<file path="src/rtl/pe_mac_lane_pkg.sv">
// Shared types and constants for the PE MAC lane: configuration word, lane FSM states,
// default widths and saturation-limit helpers.
package PELaneCfg;

    localparam int LANE_DWD     = 8;
    localparam int LANE_PEROW   = 4;
    localparam int LANE_PSUMDWD = 24;
    // The configuration word layout depends on these, so they live here rather than per instance.
    localparam int MAXACC       = 64;
    localparam int MAXGRP       = 256;
    localparam int ACC_W        = $clog2(MAXACC + 1);
    localparam int GRP_W        = $clog2(MAXGRP + 1);

    localparam logic MODE_FULL = 1'b0;
    localparam logic MODE_DUAL = 1'b1;

    typedef struct packed {
        logic             mode;
        logic [ACC_W-1:0] acc_len;
        logic [GRP_W-1:0] grp_num;
    } LaneConf;

    typedef enum logic [1:0] {
        IDLE  = 2'd0,
        RUN   = 2'd1,
        DRAIN = 2'd2
    } LaneState;

    function automatic longint sat_max(input int w);
        return (longint'(1) <<< (w - 1)) - longint'(1);
    endfunction

    function automatic longint sat_min(input int w);
        return -(longint'(1) <<< (w - 1));
    endfunction

endpackage

</file>
<file path="src/rtl/pe_mac_row.sv">
// One MAC row: full or dual packed product, stage-1 product register and
// saturating accumulator with a sticky overflow flag.
module pe_mac_row
    import PELaneCfg::*;
#(
    parameter int DWD     = LANE_DWD,
    parameter int PSUMDWD = LANE_PSUMDWD
) (
    input  logic                      i_clk,
    input  logic                      i_rst,
    input  logic                      i_mode,
    input  logic                      i_load,
    input  logic [DWD-1:0]            i_in,
    input  logic [DWD-1:0]            i_w,
    input  logic                      i_acc_en,
    input  logic                      i_first,
    output logic signed [PSUMDWD-1:0] o_acc_next,
    output logic                      o_ovf_next
);

    localparam int HW = DWD / 2;
    localparam int PW = 2 * DWD;
    localparam int SW = PSUMDWD + 1;
    localparam logic signed [PSUMDWD-1:0] SAT_MAX = PSUMDWD'(sat_max(PSUMDWD));
    localparam logic signed [PSUMDWD-1:0] SAT_MIN = PSUMDWD'(sat_min(PSUMDWD));

    logic signed [DWD-1:0]     in_s, w_s;
    logic signed [HW-1:0]      in_hi, in_lo, w_hi, w_lo;
    logic signed [PW-1:0]      prod_d, prod_q;
    logic signed [PSUMDWD-1:0] acc_d, acc_q;
    logic                      ovf_d, ovf_q;
    logic signed [PSUMDWD-1:0] base;
    logic signed [SW-1:0]      sum;
    logic                      sat_hit;

    always_comb begin
        in_s  = $signed(i_in);
        w_s   = $signed(i_w);
        in_hi = $signed(i_in[DWD-1:HW]);
        in_lo = $signed(i_in[HW-1:0]);
        w_hi  = $signed(i_w[DWD-1:HW]);
        w_lo  = $signed(i_w[HW-1:0]);
        prod_d = prod_q;
        if (i_load) begin
            if (i_mode == MODE_DUAL) begin
                prod_d = PW'(in_hi) * PW'(w_hi) + PW'(in_lo) * PW'(w_lo);
            end else begin
                prod_d = PW'(in_s) * PW'(w_s);
            end
        end
    end

    // One extra bit of headroom is enough: |prod| is always below 2^(PSUMDWD-1).
    always_comb begin
        base       = i_first ? '0 : acc_q;
        sum        = SW'(base) + SW'(prod_q);
        sat_hit    = 1'b0;
        o_acc_next = sum[PSUMDWD-1:0];
        if (sum > SW'(SAT_MAX)) begin
            o_acc_next = SAT_MAX;
            sat_hit    = 1'b1;
        end else if (sum < SW'(SAT_MIN)) begin
            o_acc_next = SAT_MIN;
            sat_hit    = 1'b1;
        end
        o_ovf_next = (i_first ? 1'b0 : ovf_q) | sat_hit;
        acc_d      = i_acc_en ? o_acc_next : acc_q;
        ovf_d      = i_acc_en ? o_ovf_next : ovf_q;
    end

    always_ff @(posedge i_clk) begin
        if (i_rst) begin
            prod_q <= '0;
            acc_q  <= '0;
            ovf_q  <= 1'b0;
        end else begin
            prod_q <= prod_d;
            acc_q  <= acc_d;
            ovf_q  <= ovf_d;
        end
    end

endmodule

</file>
<file path="src/rtl/pe_mac_lane.sv">
// PE MAC lane: PEROW parallel MAC rows behind a joined input/weight handshake,
// group/beat sequencing FSM and a backpressured result register.
module pe_mac_lane
    import PELaneCfg::*;
#(
    parameter int DWD     = LANE_DWD,
    parameter int PEROW   = LANE_PEROW,
    parameter int PSUMDWD = LANE_PSUMDWD
) (
    input  logic                            i_clk,
    input  logic                            i_rst,
    input  logic                            i_conf_valid,
    input  LaneConf                         i_conf,
    output logic                            o_busy,
    input  logic                            Input_rdy,
    output logic                            Input_ack,
    input  logic [PEROW-1:0][DWD-1:0]       i_Input,
    input  logic                            Weight_rdy,
    output logic                            Weight_ack,
    input  logic [PEROW-1:0][DWD-1:0]       i_Weight,
    output logic                            Psum_rdy,
    input  logic                            Psum_ack,
    output logic [PEROW-1:0][PSUMDWD-1:0]   o_Psum,
    output logic [PEROW-1:0]                o_ovf
);

    LaneState                       state_d, state_q;
    LaneConf                        conf_d, conf_q;
    logic [ACC_W-1:0]               beat_cnt_d, beat_cnt_q;
    logic [GRP_W-1:0]               grp_cnt_d, grp_cnt_q;
    logic                           s1_valid_d, s1_valid_q;
    logic                           s1_first_d, s1_first_q;
    logic                           s1_last_d, s1_last_q;
    logic                           psum_rdy_d, psum_rdy_q;
    logic [PEROW-1:0][PSUMDWD-1:0]  psum_d, psum_q;
    logic [PEROW-1:0]               ovf_d, ovf_q;

    logic [PEROW-1:0][PSUMDWD-1:0]  row_acc;
    logic [PEROW-1:0]               row_ovf;
    logic                           stall, take, acc_en, load_out;
    logic                           first_tag, last_tag, last_grp;

    // Only a finishing group can block: it needs the output register, a partial sum does not.
    assign stall     = s1_valid_q & s1_last_q & psum_rdy_q & ~Psum_ack;
    assign take      = (state_q == RUN) & Input_rdy & Weight_rdy & ~stall;
    assign acc_en    = s1_valid_q & ~stall;
    assign load_out  = s1_valid_q & s1_last_q & ~stall;
    assign first_tag = (beat_cnt_q == '0);
    assign last_tag  = (beat_cnt_q == conf_q.acc_len - ACC_W'(1));
    assign last_grp  = (grp_cnt_q == conf_q.grp_num - GRP_W'(1));

    assign Input_ack  = take;
    assign Weight_ack = take;
    assign Psum_rdy   = psum_rdy_q;
    assign o_Psum     = psum_q;
    assign o_ovf      = ovf_q;
    assign o_busy     = (state_q != IDLE) | s1_valid_q | psum_rdy_q;

    generate
        for (genvar gi = 0; gi < PEROW; gi++) begin : g_row
            pe_mac_row #(
                .DWD     (DWD),
                .PSUMDWD (PSUMDWD)
            ) u_row (
                .i_clk      (i_clk),
                .i_rst      (i_rst),
                .i_mode     (conf_q.mode),
                .i_load     (take),
                .i_in       (i_Input[gi]),
                .i_w        (i_Weight[gi]),
                .i_acc_en   (acc_en),
                .i_first    (s1_first_q),
                .o_acc_next (row_acc[gi]),
                .o_ovf_next (row_ovf[gi])
            );
        end
    endgenerate

    always_comb begin
        state_d    = state_q;
        conf_d     = conf_q;
        beat_cnt_d = beat_cnt_q;
        grp_cnt_d  = grp_cnt_q;
        case (state_q)
            IDLE: begin
                if (i_conf_valid && (i_conf.acc_len != '0) && (i_conf.grp_num != '0)) begin
                    conf_d     = i_conf;
                    beat_cnt_d = '0;
                    grp_cnt_d  = '0;
                    state_d    = RUN;
                end
            end
            RUN: begin
                if (take) begin
                    if (last_tag) begin
                        beat_cnt_d = '0;
                        grp_cnt_d  = grp_cnt_q + GRP_W'(1);
                        if (last_grp) begin
                            state_d = DRAIN;
                        end
                    end else begin
                        beat_cnt_d = beat_cnt_q + ACC_W'(1);
                    end
                end
            end
            DRAIN: begin
                if (!s1_valid_q && !psum_rdy_q) begin
                    state_d = IDLE;
                end
            end
            default: state_d = IDLE;
        endcase
    end

    always_comb begin
        s1_valid_d = s1_valid_q;
        s1_first_d = s1_first_q;
        s1_last_d  = s1_last_q;
        if (!stall) begin
            s1_valid_d = take;
            s1_first_d = first_tag;
            s1_last_d  = last_tag;
        end
        psum_rdy_d = psum_rdy_q;
        psum_d     = psum_q;
        ovf_d      = ovf_q;
        if (load_out) begin
            psum_rdy_d = 1'b1;
            psum_d     = row_acc;
            ovf_d      = row_ovf;
        end else if (Psum_ack) begin
            psum_rdy_d = 1'b0;
        end
    end

    always_ff @(posedge i_clk) begin
        if (i_rst) begin
            state_q    <= IDLE;
            conf_q     <= '0;
            beat_cnt_q <= '0;
            grp_cnt_q  <= '0;
            s1_valid_q <= 1'b0;
            s1_first_q <= 1'b0;
            s1_last_q  <= 1'b0;
            psum_rdy_q <= 1'b0;
            psum_q     <= '0;
            ovf_q      <= '0;
        end else begin
            state_q    <= state_d;
            conf_q     <= conf_d;
            beat_cnt_q <= beat_cnt_d;
            grp_cnt_q  <= grp_cnt_d;
            s1_valid_q <= s1_valid_d;
            s1_first_q <= s1_first_d;
            s1_last_q  <= s1_last_d;
            psum_rdy_q <= psum_rdy_d;
            psum_q     <= psum_d;
            ovf_q      <= ovf_d;
        end
    end

endmodule

</file>
<file path="config.mk">
export PLATFORM = sky130hd
export DESIGN_NAME = pe_mac_lane
export DESIGN_NICKNAME = d
export VERILOG_FILES = /design/src/rtl/pe_mac_lane_pkg.sv /design/src/rtl/pe_mac_row.sv /design/src/rtl/pe_mac_lane.sv
export SDC_FILE = /design/constraint.sdc
export NUM_CORES = 2
export LEC_CHECK = 0
export ABC_AREA = 1
export CAP_MARGIN = 0
export CORE_MARGIN = 2
export CORE_UTILIZATION = 30
export CTS_BUF_LIST = sky130_fd_sc_hd__clkbuf_2 sky130_fd_sc_hd__clkbuf_4 sky130_fd_sc_hd__clkbuf_8
export CTS_CLUSTER_DIAMETER = 200
export DETAILED_ROUTE_END_ITERATION = 10
export GPL_TIMING_DRIVEN = 0
export HOLD_SLACK_MARGIN = 0.1
export SETUP_SLACK_MARGIN = 0.5
export SYNTH_ARGS = -nofsm -noshare
export SYNTH_HDL_FRONTEND = slang
export SYNTH_HIERARCHICAL = 1
export SYNTH_SLANG_ARGS = --single-unit
</file>
<file path="constraint.sdc">
create_clock -name i_clk -period 6.3 [get_ports i_clk]
set_clock_uncertainty 0.2 [all_clocks]
set_input_delay 0.945 -clock i_clk [delete_from_list [all_inputs] [get_ports i_clk]]
set_output_delay 0.945 -clock i_clk [all_outputs]
set_load 0.05 [all_outputs]
</file>
## After elaboration in Yosys (flattened, before gate mapping)

Cells that the tools add are included.

- Add/subtract/negate cells: 12
- Multipliers: 12
- Order comparisons: 8
- Equal/unequal tests: 9
- Muxes and demuxes: 44
- Bitwise operators: 16
- Reductions and logical operators: 16

Operator list:

| kind | number |
|---|---|
| two-way mux 24 bit | 12 |
| adder 24 x 16 -> 25 bit | 4 |
| > comparator 25 x 24 -> 1 bit (second input constant) | 4 |
| less-than comparator 25 x 24 -> 1 bit (second input constant) | 4 |
| adder 16 bit | 4 |
| multiplier 4 x 4 -> 8 bit | 8 |
| multiplier 8 x 8 -> 16 bit | 4 |
| two-way mux 16 bit | 4 |
| two-way mux 9 bit | 3 |
| two-way mux 7 bit | 3 |
| one-hot mux 9 bit (2 select lines) | 1 |
| two-way mux 1 bit | 14 |
| one-hot mux 7 bit (2 select lines) | 1 |
| two-way mux 2 bit | 5 |
| != test 2 bit (second input constant) | 5 |
| adder 9 x 1 -> 9 bit (second input constant) | 1 |
| == test 9 bit | 1 |
| nonzero test 9 bit | 1 |
| subtractor 9 x 1 -> 9 bit (second input constant) | 1 |
| bitwise AND 1 bit | 8 |
| adder 7 x 1 -> 7 bit (second input constant) | 1 |
| == test 7 bit | 1 |
| logical NOT 7 bit | 1 |
| nonzero test 7 bit | 1 |
| other kinds (14) | 25 |

- Register bits after elaboration: 303
- Bits of input ports: 87
- Output and inout bits: 104
- Logic and storage cells: 144

## Logic depth before layout (Yosys ltp)

- Depth in word-level cells: 7
- Depth in mapped cells: 24
- Depth with buffers taken out: 23

## Modules after synthesis

The synthesis kept the hierarchy.

Modules (own cells, without submodules):

| module | instances | cells an instance | area an instance (µm²) | sequential area each (µm²) |
|---|---|---|---|---|
| pe_mac_row at g_row[0].u_row ... | 2 | 1203 | 7817.5 | 820.8 |
| pe_mac_row at g_row[3].u_row | 1 | 1185 | 8046.5 | 820.8 |
| pe_mac_row at g_row[2].u_row | 1 | 1181 | 7741.2 | 820.8 |
| pe_mac_lane | 1 | 808 | 5771.8 | 2782.7 |

## Worst setup path after synthesis

No wires, ideal clock.

- Path kind: input -> register
- Start point: in i_Input[19] (netlist name)
- End point: reg g_row[2].u_row.prod_q[11]
- Library setup time: 0.109 ns
- Data arrival time: 4.853 ns
- Data required time: 5.991 ns
- Slack: 1.138 ns
- Cell stages on the path: 20
- Path buffers: 1
- Cell sequence: clkbuf_1 -> nand2_1 -> inv_1 -> fa_1 -> inv_1 -> fa_1 -> inv_1 -> fa_1 -> fa_1 -> ha_1 -> nand2_1 -> o21ai_0 -> a21oi_1 -> nand3b_1 -> nand3_1 -> nand2_1 -> inv_1 -> nand2_1 -> nand2_1 -> inv_1

- Longest elaborated chain between the ends: 3
- Elaborated cells on any way between the ends: 4
- Classes of those cells: 1 x add/sub; 2 x mul; 1 x mux

RTL lines:

| item | RTL line | RTL |
|---|---|---|
| start: declaration | pe_mac_lane.sv:17 | `input logic [PEROW-1:0][DWD-1:0] i_Input,` |
| multiplier 4 x 4 -> 8 bit | pe_mac_row.sv:46 | `prod_d = PW'(in_hi) * PW'(w_hi) + PW'(in_lo) * PW'(w_lo);` |
| adder 16 bit | pe_mac_row.sv:46 |  |
| two-way mux 16 bit (*) | pe_mac_row.sv:45 | `if (i_mode == MODE_DUAL) begin` |
| end signal: assignment | pe_mac_row.sv:77 | `prod_q <= prod_d;` |
| end: declaration | pe_mac_row.sv:29 | `logic signed [PW-1:0] prod_d, prod_q;` |

Mark *: on every way between the ends. The rest lies on a longest branch, timed or not.
A chain may end at the register's enable or synchronous reset.

## Worst setup path in the final report

- Start point: in i_Weight[19] (netlist name)
- End point: reg g_row[2].u_row.prod_q[12]

- Longest elaborated chain between the ends: 3
- Elaborated cells on any way between the ends: 4
- Classes of those cells: 1 x add/sub; 2 x mul; 1 x mux

RTL lines:

| item | RTL line | RTL |
|---|---|---|
| start: declaration | pe_mac_lane.sv:20 | `input logic [PEROW-1:0][DWD-1:0] i_Weight,` |
| multiplier 4 x 4 -> 8 bit | pe_mac_row.sv:46 |  |
| adder 16 bit | pe_mac_row.sv:46 |  |
| two-way mux 16 bit (*) | pe_mac_row.sv:45 |  |

Marked as above.

==> summary.txt <==
STA
  • Final Hold Vio Count: 0
  • Max Fclk: 179.0 MHz
  • Setup TNS: 0 ps
  • Hold Slack: 265.5 ps
  • Slew HR: 6.561%
  • Tmin final: 5586 ps
  • Fin crit share: 88.67%
  • Worst Tran Pin Value: 1402 ps
  • RSZ-0062 raised after global routing: no
  • Final setup viols: 0
  • Slew Viols, Final: 0

Synthesis
  • Synth Register Bits: 303
  • Syn Nets: 6320
  • Synthesized instance count: 5580
  • Post-synth cell types: 45
  • Synth Area per Inst: 6.666 um^2
  • Synth Warn #: 6
  • Synthesized cell area: 37190 um^2
  • Sequential area share after synthesis: 16.31%

Worst setup path
  • Slowest CP cell: clkdlybuf4s50_1
  • Crit start category: input pin
  • Crit path top cell by count: inv_1
  • Reg2Reg Depth: 19
  • RR Endpoint: o_ovf[2]$_SDFFE_PP0P_
  • Family with the most delay on the worst path: adder cells
  • Bufs and invs on worst path: 8
  • Worst EP arrival: 5940 ps
  • R2R setup slack: 2030 ps
  • Critical-path cell list: clkdlybuf4s50_1 -> clkbuf_2 -> inv_1 -> or2_2 -> fa_1 -> inv_1 -> fa_1 -> fa_1 -> inv_1 -> fa_1 -> inv_1 -> ha_1 -> nand2_1 -> nor2_1 -> a21oi_1 -> nand3b_1 -> nand3_1 -> nand2_1 -> inv_1 -> nand2_1 -> nand2_1 -> inv_1
  • Worst Setup Path Type: in2reg
  • CP endpoint kind: flop
  • Crit path required time: 6660 ps
  • Crit Path Max Fanout: 10
  • R2r startpoint: s1_first_q$_SDFFE_PP0N_
  • Worst path max stage delay: 580 ps

Global route
  • Global-route wire length before repair: 170.5 mm
  • GRT overflow: 0
  • Most Crowded Layer GR: met2
  • Number of global-route vias before repair: 33070
  • Largest net degree at the start of global routing: 16
  • Global Route Usage Sum: 16.58%
  • Met2 usage: 26.89%
  • Initial antenna violation count: 5
  • Met1 GRT Util: 23.08%
  • M3 GR Usage: 2.049%

Floorplan
  • Die area: 126800 um^2
  • Die X: 356.1 um
  • Site Rows: 129
  • Die height: 356.1 um
  • Core area: 123300 um^2
  • IO Pins: 191
  • Initial core utilization: 30.16%

Cells and area
  • Layout cell share with drive strength beyond 1: 5.261%
  • Area of the multi-input gates: 25410 um^2
  • Reg area: 6066 um^2
  • Area grow syn2layout: 12.78%
  • # fillers: 13581
  • Layout Nets: 6511
  • Commonest non-fill, non-tap cells in the layout: inv_1 (1262), nand2_1 (1262), nor2_1 (636)

Drt
  • Vias per cell: 4.486
  • WL/cell: 14.14 um
  • DRT antenna net count: 0
  • 1st-pass router iterations: 5
  • Drt total wl: 105.4 mm
  • 1st-iter DRT viols: 2067
  • Vias: 33449
  • Drt drc: 0

Worst hold path
  • Worst hold endpoint: conf_q[8]$_SDFFE_PP0P_
  • Min-delay src: conf_q[8]$_SDFFE_PP0P_
  • Hold Path Cell Cnt: 2
  • Hold crit path type: reg2reg

Clocking
  • Hold-fix buffers, CTS: 0
  • Root Buffer Master: clkbuf_8
  • CTS Sinks: 303
  • Num CTS Buffers: 55
  • Reg clk slew, reported paths: 60 ps
  • Clock Latency Late Sink: 690 ps
  • Max H-tree Level: 2
  • Clock buffer depth: 3
  • CTS tree: done

Placement
  • # port buffers: 134
  • Hpwl dp: 87.46 mm
  • Routability cong.: 0.9161

Power
  • Pwr per Cell Area: 255.7 nW/um^2
  • Lkg Pwr: 0.02322 uW
  • VDD IR-drop max: 0.0002681 V

Job
  • Max Cap Viol: 0

Run status
  • Status: finished, final reports clean
-- report_power, final --
part / total (uW) / switching [uW] / internal (uW)
Combinational: 6400 / 3990 / 2410
Sequential: 2020 / 48.1 / 1970
Clock: 2310 / 941 / 1370
Total: 10700 / 4980 / 5750
-- kinds of logic after synthesis --
logic type	synth area share, %
XOR/XNOR	3.381
AO/OA/AOI/OAI	9.180
adder cells (fa/ha/maj)	28.99
AND/OR/NAND/NOR	26.76
buffers and inverters	15.38
flip-flops	16.31
-- final cells by class --
class	instances	area share, %
inverters	1279	11.45
plain buffers	196	2.204
diodes	3	0.01790
clock buffers	79	2.413
repair buffers	134	3.198
multi-input cells	3802	60.58
flip-flops and latches	303	14.46
well taps	1637	4.883
clock inverters	23	0.7994
-- stage by stage --
stage	power [uW]	util [%]	setup WS (ps)	std cells	cell area (um^2)
final	10730	34.02	713.6	7456	41950
after CTS	10830	34.01	527.6	7453	41930
after global placement	8347	32.91	-234.7	7351	40580
after floorplan	6895	-	1138	5580	37190
after global routing	11910	34.01	503.0	7455	41940
after detailed placement	8427	32.91	-289.0	7351	40590
-- cell usage after synthesis, drive strengths merged --
cell type  instances  area (um^2)
a211oi             2        15.01
a21boi             2        15.01
a21o               2        15.01
a21oi            325         1645
a221oi             7        61.31
a31oi             10        62.56
and2               4        27.53
and3               1        6.260
buf               44        350.3
clkbuf           152        570.6
clkinv            11        41.29
dfxtp            303         6066
fa               348         6967
ha               305         3816
inv             1268         4760
nand2           1342         5368
nand3            246         1356
nand3b            15        112.6
nand4             41        256.5
nor2             653         2499
nor3              34        175.2
nor3b              1        7.510
o211ai             3        22.52
o21ai            259         1300
o21bai            33        247.7
o31ai              4        30.03
or2               23        143.9
xnor2             57        499.2
xnor3              1        22.52
xor2              84        735.7
-- tightest hold or removal path: stages, from the launching register on --
cell	delay [ps]
dfxtp_1	320
inv_1	50
a21oi_1	50
-- metal layers --
layer,wire [um],share of wire (%)
met4,2817,2.7
met2,46680,44
met1,50940,48
met3,5000,4.7
met5,0,0
-- registers in the layout, indices dropped and copies added (netlist names) --
signal / flops
g_row.u_row/prod_q: 64
grp_cnt_q: 9
o_Psum: 96
g_row.u_row/ovf_q: 4
g_row.u_row/acc_q: 96
Psum_rdy: 1
state_q: 2
beat_cnt_q: 7
o_ovf: 4
s1_first_q: 1
s1_valid_q: 1
s1_last_q: 1
conf_q: 17
-- timing repair --
action | CTS | global route
cloned | 0 | 0
setup endpoints to repair | 6 | 34
pin swaps | 0 | 0
buffers inserted | 0 | 0
gates resized for setup | 2 | 13
-- worst max-delay path by stage --
stage,start,end,slack [ps],cells past startpoint
after floorplan,i_Input[19],g_row[2].u_row/prod_q[11]$_SDFFE_PP0P_,1140,20
after global placement,i_Weight[7],g_row[0].u_row/prod_q[12]$_SDFFE_PP0P_,-230,21
after detailed placement,i_Weight[7],g_row[0].u_row/prod_q[12]$_SDFFE_PP0P_,-290,21
after CTS,i_Weight[23],g_row[2].u_row/prod_q[12]$_SDFFE_PP0P_,530,20
after global routing,i_Weight[27],g_row[3].u_row/prod_q[11]$_SDFFE_PP0P_,500,22
final,i_Weight[19],g_row[2].u_row/prod_q[12]$_SDFFE_PP0P_,710,22
No activity file was read; power rests on OpenSTA's default activity.
